[src/rtl/lvt_live_value_table.sv]
// Live value table: tracks which write port's bank holds the newest value per address.
// Latency: read_sel and write_conflict are registered, 1 cycle after read_addr/we.
// Backpressure: none; every write port can write every cycle, the table never stalls.
//
// Ports:
//   clock          system clock
//   reset          asynchronous, active-high; forces the INIT (table clear) state
//   we             per-write-port enable, NWRITE bits
//   write_addr     packed write addresses, port p at [p*ADDR_WIDTH +: ADDR_WIDTH]
//   read_addr      packed read addresses, port r at [r*ADDR_WIDTH +: ADDR_WIDTH]
//   read_sel       registered bank index per read port, port r at [r*SEL_WIDTH +: SEL_WIDTH]
//   init_busy      1 while the table is being cleared after reset
//   write_conflict registered one-cycle pulse: two or more enabled ports hit one address
module lvt_live_value_table #(
  parameter int NWRITE     = 2,
  parameter int NREAD      = 2,
  parameter int ADDR_WIDTH = 4,
  parameter int SEL_WIDTH  = 1
) (
  input  logic                            clock,
  input  logic                            reset,
  input  logic [NWRITE-1:0]               we,
  input  logic [NWRITE*ADDR_WIDTH-1:0]    write_addr,
  input  logic [NREAD*ADDR_WIDTH-1:0]     read_addr,
  output logic [NREAD*SEL_WIDTH-1:0]      read_sel,
  output logic                            init_busy,
  output logic                            write_conflict
);

  localparam int DEPTH = 2 ** ADDR_WIDTH;

  typedef enum logic {
    ST_INIT = 1'b0,
    ST_RUN  = 1'b1
  } state_t;

  state_t                 state;
  logic [ADDR_WIDTH-1:0]  init_cnt;
  logic [SEL_WIDTH-1:0]   entry [DEPTH];
  logic                   conflict_d;

  // Any pair of enabled write ports targeting the same address this cycle.
  always_comb begin
    conflict_d = 1'b0;
    for (int p = 0; p < NWRITE; p++) begin
      for (int q = p + 1; q < NWRITE; q++) begin
        if (we[p] && we[q] &&
            (write_addr[p*ADDR_WIDTH +: ADDR_WIDTH] == write_addr[q*ADDR_WIDTH +: ADDR_WIDTH])) begin
          conflict_d = 1'b1;
        end
      end
    end
  end

  // Table updates on the falling edge, the same edge the data banks write.
  // That places the update half a cycle ahead of the rising-edge lookup, so a
  // read issued in the same cycle as a write already sees the new owner.
  // Ports are visited in ascending order, so on a shared address the
  // highest-index port's assignment is the one that sticks.
  always_ff @(negedge clock) begin
    if (state == ST_INIT) begin
      entry[init_cnt] <= '0;
    end else begin
      for (int p = 0; p < NWRITE; p++) begin
        if (we[p]) begin
          entry[write_addr[p*ADDR_WIDTH +: ADDR_WIDTH]] <= SEL_WIDTH'(p);
        end
      end
    end
  end

  // Control FSM with registered outputs. INIT walks the counter over every
  // address (cleared on the falling edges) and leaves at the edge that sees the
  // last address, giving exactly DEPTH busy cycles after reset release.
  always_ff @(posedge clock or posedge reset) begin
    if (reset) begin
      state          <= ST_INIT;
      init_cnt       <= '0;
      init_busy      <= 1'b1;
      read_sel       <= '0;
      write_conflict <= 1'b0;
    end else begin
      case (state)
        ST_INIT: begin
          read_sel       <= '0;
          write_conflict <= 1'b0;
          if (init_cnt == ADDR_WIDTH'(DEPTH - 1)) begin
            state     <= ST_RUN;
            init_busy <= 1'b0;
            init_cnt  <= '0;
          end else begin
            init_cnt  <= init_cnt + ADDR_WIDTH'(1);
          end
        end
        ST_RUN: begin
          for (int r = 0; r < NREAD; r++) begin
            read_sel[r*SEL_WIDTH +: SEL_WIDTH] <= entry[read_addr[r*ADDR_WIDTH +: ADDR_WIDTH]];
          end
          write_conflict <= conflict_d;
        end
        default: begin
          state <= ST_INIT;
        end
      endcase
    end
  end

endmodule
[config.mk]
export PLATFORM = sky130hd
export DESIGN_NAME = lvt_live_value_table
export DESIGN_NICKNAME = d
export VERILOG_FILES = /design/src/rtl/lvt_live_value_table.sv
export SDC_FILE = /design/constraint.sdc
export NUM_CORES = 1
export LEC_CHECK = 0
export CORE_MARGIN = 3
export CORE_UTILIZATION = 54
export DETAILED_ROUTE_END_ITERATION = 7
export DONT_BUFFER_PORTS = 1
export PLACE_DENSITY = 0.7
export SLEW_MARGIN = 10
export SYNTH_ARGS = -nofsm -noshare
export SYNTH_HDL_FRONTEND = slang
export SYNTH_SLANG_ARGS = --single-unit
[constraint.sdc]
create_clock -name clock -period 2.5 [get_ports clock]
set_input_delay 0.375 -clock clock [delete_from_list [all_inputs] [get_ports clock]]
set_output_delay 0.375 -clock clock [all_outputs]
set_load 0.05 [all_outputs]
# Word level (Yosys, flattened, before mapping)
# Memory sizes are Yosys's and may differ from the RTL's.
# Cells that the tools add are included.
# word_totals
reg_bits	9
latchBits	0
mem_bits_rw	16
rom_bits	0
in_bits	20
output_inout_bits	4
word_cells	30
mem_count	1
# memory_table
memory	depth	width	read_ports	rd_ports_with_merged_regs	write_ports	line_no	source
entry	16	1	2	0	2	39	logic [SEL_WIDTH-1:0] entry [DEPTH];
# op_classes
n_addsub	1
multipliers	0
div_mod_pow	0
n_lt_le_gt_ge	0
eq_ne	2
shifts	0
n_mux	16
bitwise	1
n_reduce_logical	4
# ops
operator	count
1-bit 2-to-1 mux	12
4-bit 2-to-1 mux	2
4-bit by 1-bit adder with 4-bit output (second input constant)	1
4-bit == test	1
4-bit == test (second input constant)	1
2-bit case mux with 2 select lines	1
1-bit logical AND	2
1-bit case mux with 2 select lines	1
2-bit AND reduction	1
1-bit NOT	1
1-bit OR reduction	1

# Longest topological paths before layout
# depth
ltp_word	5
mapped_depth	5
ltp_nobuf	4

==> metrics.cfg <==
[sta]
setup_tns_ns=-0.7169
maxSlewViolCount=0
fin_skew_ns=0.06362
final_hold_viol_count=0
slew_headroom=0.6939
worst-slew-pin-transition_ns=0.4595
setup_violations=15
rsz0062_at_grt=true
layout_setup_ws_ns=-0.1150

[power]
power.density_nw_per_um2=646.8
peakVddDrop_v=0.0005987
p_leak_nw=0.7662

[hold_path]
min_from=read_addr[3]
hold_end=read_sel[0]
min_path_type=in -> reg
hold_depth=2

[layout]
fin_cells=207
syn_to_final_growth_pct=32.03
final_cell_mix=o21ai_1, inv_1, buf_4
design_area_sq_um=1810
n_fill_cell=153
insertedDiodeCount=0
layout-drive-gt1-share=0.3464
fin_nets=201
final_common_cell=o21ai_1

[route]
first_pass_iters=4
post-route-drc-count=0
viasPerCell=6.440
post_drt_wl_per_cell_um=18.62
ant_nets=0
drt-total-wl_um=3854
drt_iter0_markers=50
vias=1333

[clock_network]
cts_buffers=3
h-tree-depth=1
cts_sinks=25
cts.clk_slew.worst_paths_ns=0.15
clockBufferDepth=2
cts_root_buf=clkbuf_4
clock_latency_ns=0.40
cts_tree=built

[synth]
syn-num-nets=169
synth_edf_count=0
netlist_instances=148
syn_area_per_cell_sq_um=9.266
seq_area_frac_synth=0.3987
synth_cell_type_count=37
netlist_area_sq_um=1371
async_flop_share=0.3600
yosysWarnings=0
ys.flop_type=dfxtp_1
ys_seq_elements=25

[global_routing]
grt_max_degree=14
grt_pass1_vias=1349
grt_pass1_wl_um=6044
grt.total_usage=0.2381
overflow=0
grt_antenna_before_repair=0

[placed_design]
portBuffers=0
dp_slack_ns=-0.1346
place_inst=183
hpwl_um=2686
place_area_sq_um=1471
globalplace.congestion=0.8225

[outcome]
violations=setup timing
status=finished, violations left

[die]
die-area_sq_um=3180
initial_utilization=0.5915
die-height_um=56.40
ios=24
die_w_um=56.40
core_sq_um=2318
rows=17

[worst_setup_path]
start_kind=register
worstReg2RegEnd=entry[10]
crit_start=state
worstRegToRegCells=6
path_class=reg -> reg
required_ns=1.55
rrSetupSlack_ns=-0.12
r2r-start=state
cp_max_fo=5
critPathArrivalTime_ns=1.67
cp-end-kind=register

[flow_run]
maxCapViolations=0

==> synthesized netlist by cell type, types with 4 or more instances <==
| cell | n | share of area |
|---|---|---|
| mux2i_1 | 7 | 0.051 |
| nand2_1 | 14 | 0.038 |
| a31oi_1 | 5 | 0.023 |
| buf_2 | 4 | 0.015 |
| inv_1 | 5 | 0.014 |
| o21ai_0 | 31 | 0.11 |
| dfrtp_1 | 8 | 0.15 |
| nand2b_1 | 7 | 0.032 |
| dfxtp_1 | 16 | 0.23 |
| mux4_2 | 4 | 0.066 |
==> critical path, stage by stage, from the launching register on <==
cell and delay (ns):
dfrtp_2 0.47, buf_6 0.13, and4b_1 0.16, a31oi_1 0.18
buf_4 0.20, o21ai_2 0.06, o21ai_1 0.13
==> registers in the layout, summed over array words and instances (netlist names) <==
register	cells
init_cnt	4
state	1
write_conflict	1
entry	16
read_sel	2
init_busy	1
==> cells by family (layout without fill, tap and decap cells) <==
family / count (synthesis) / count (layout) / share of synthesized area
AOI/OAI and AO/OA: 51 / 51 / 0.2108
xor gates and xnor gates: 5 / 5 / 0.03194
adders and majority gates: 1 / 1 / 0.009123
buffers and inverters: 10 / 41 / 0.03650
DFF: 25 / 25 / 0.3987
muxes: 14 / 14 / 0.1414
and+or+nand+nor: 42 / 42 / 0.1715
==> repair_timing <==
item,in CTS,in global routing
hold buffers,1,0
endpoints found under the setup margin,18,18
endpoints found under the hold margin,8,0
pin swaps,10,11
resized for setup,42,26
buffers inserted,4,0
==> worst max-delay path by stage <==
| stage | slack, ns | endpoint | cells after the start |
|---|---|---|---|
| after floorplan | 0.003 | entry[11] | 5 |
| after global placement | -0.04 | entry[10] | 5 |
| after detailed placement | -0.13 | entry[8] | 4 |
| after CTS | -0.03 | read_sel[1] | 3 |
| after global routing | -0.16 | entry[10] | 6 |
| final | -0.12 | entry[10] | 6 |
==> final cells by class <==
| class | count | area [sq um] | area share |
|---|---|---|---|
| Sequential cell | 25 | 553.0 | 0.3055 |
| Multi-Input combinational cell | 113 | 957.2 | 0.5287 |
| Tap cell | 28 | 35.03 | 0.01935 |
| Timing Repair Buffer | 17 | 137.6 | 0.07602 |
| Clock inverter | 17 | 90.09 | 0.04976 |
| Inverter | 4 | 15.01 | 0.008293 |
| Clock buffer | 3 | 22.52 | 0.01244 |
==> report_power, final <==
part	internal, mW	total, mW	switching (mW)
Sequential	0.470	0.545	0.0750
Clock	0.195	0.394	0.198
Combinational	0.133	0.232	0.0997
==> routing by layer <==
layer,global-route usage,wire [um]
met4,0.1085,118
met2,0.3790,1866
met5,0,0
met3,0.04368,283
met1,0.3123,1587
==> through the flow <==
step	total power, mW	hold WS, ns	util
final	1.171	0.1601	0.7809
after global routing	1.237	0.1503	0.7809
after CTS	1.125	0.1769	0.7453
after detailed placement	0.7673	0.2495	0.6346
after global placement	0.7565	0.2360	0.6346
after floorplan	0.7083	0.2022	-
No activity file was read; power rests on OpenSTA's default activity.
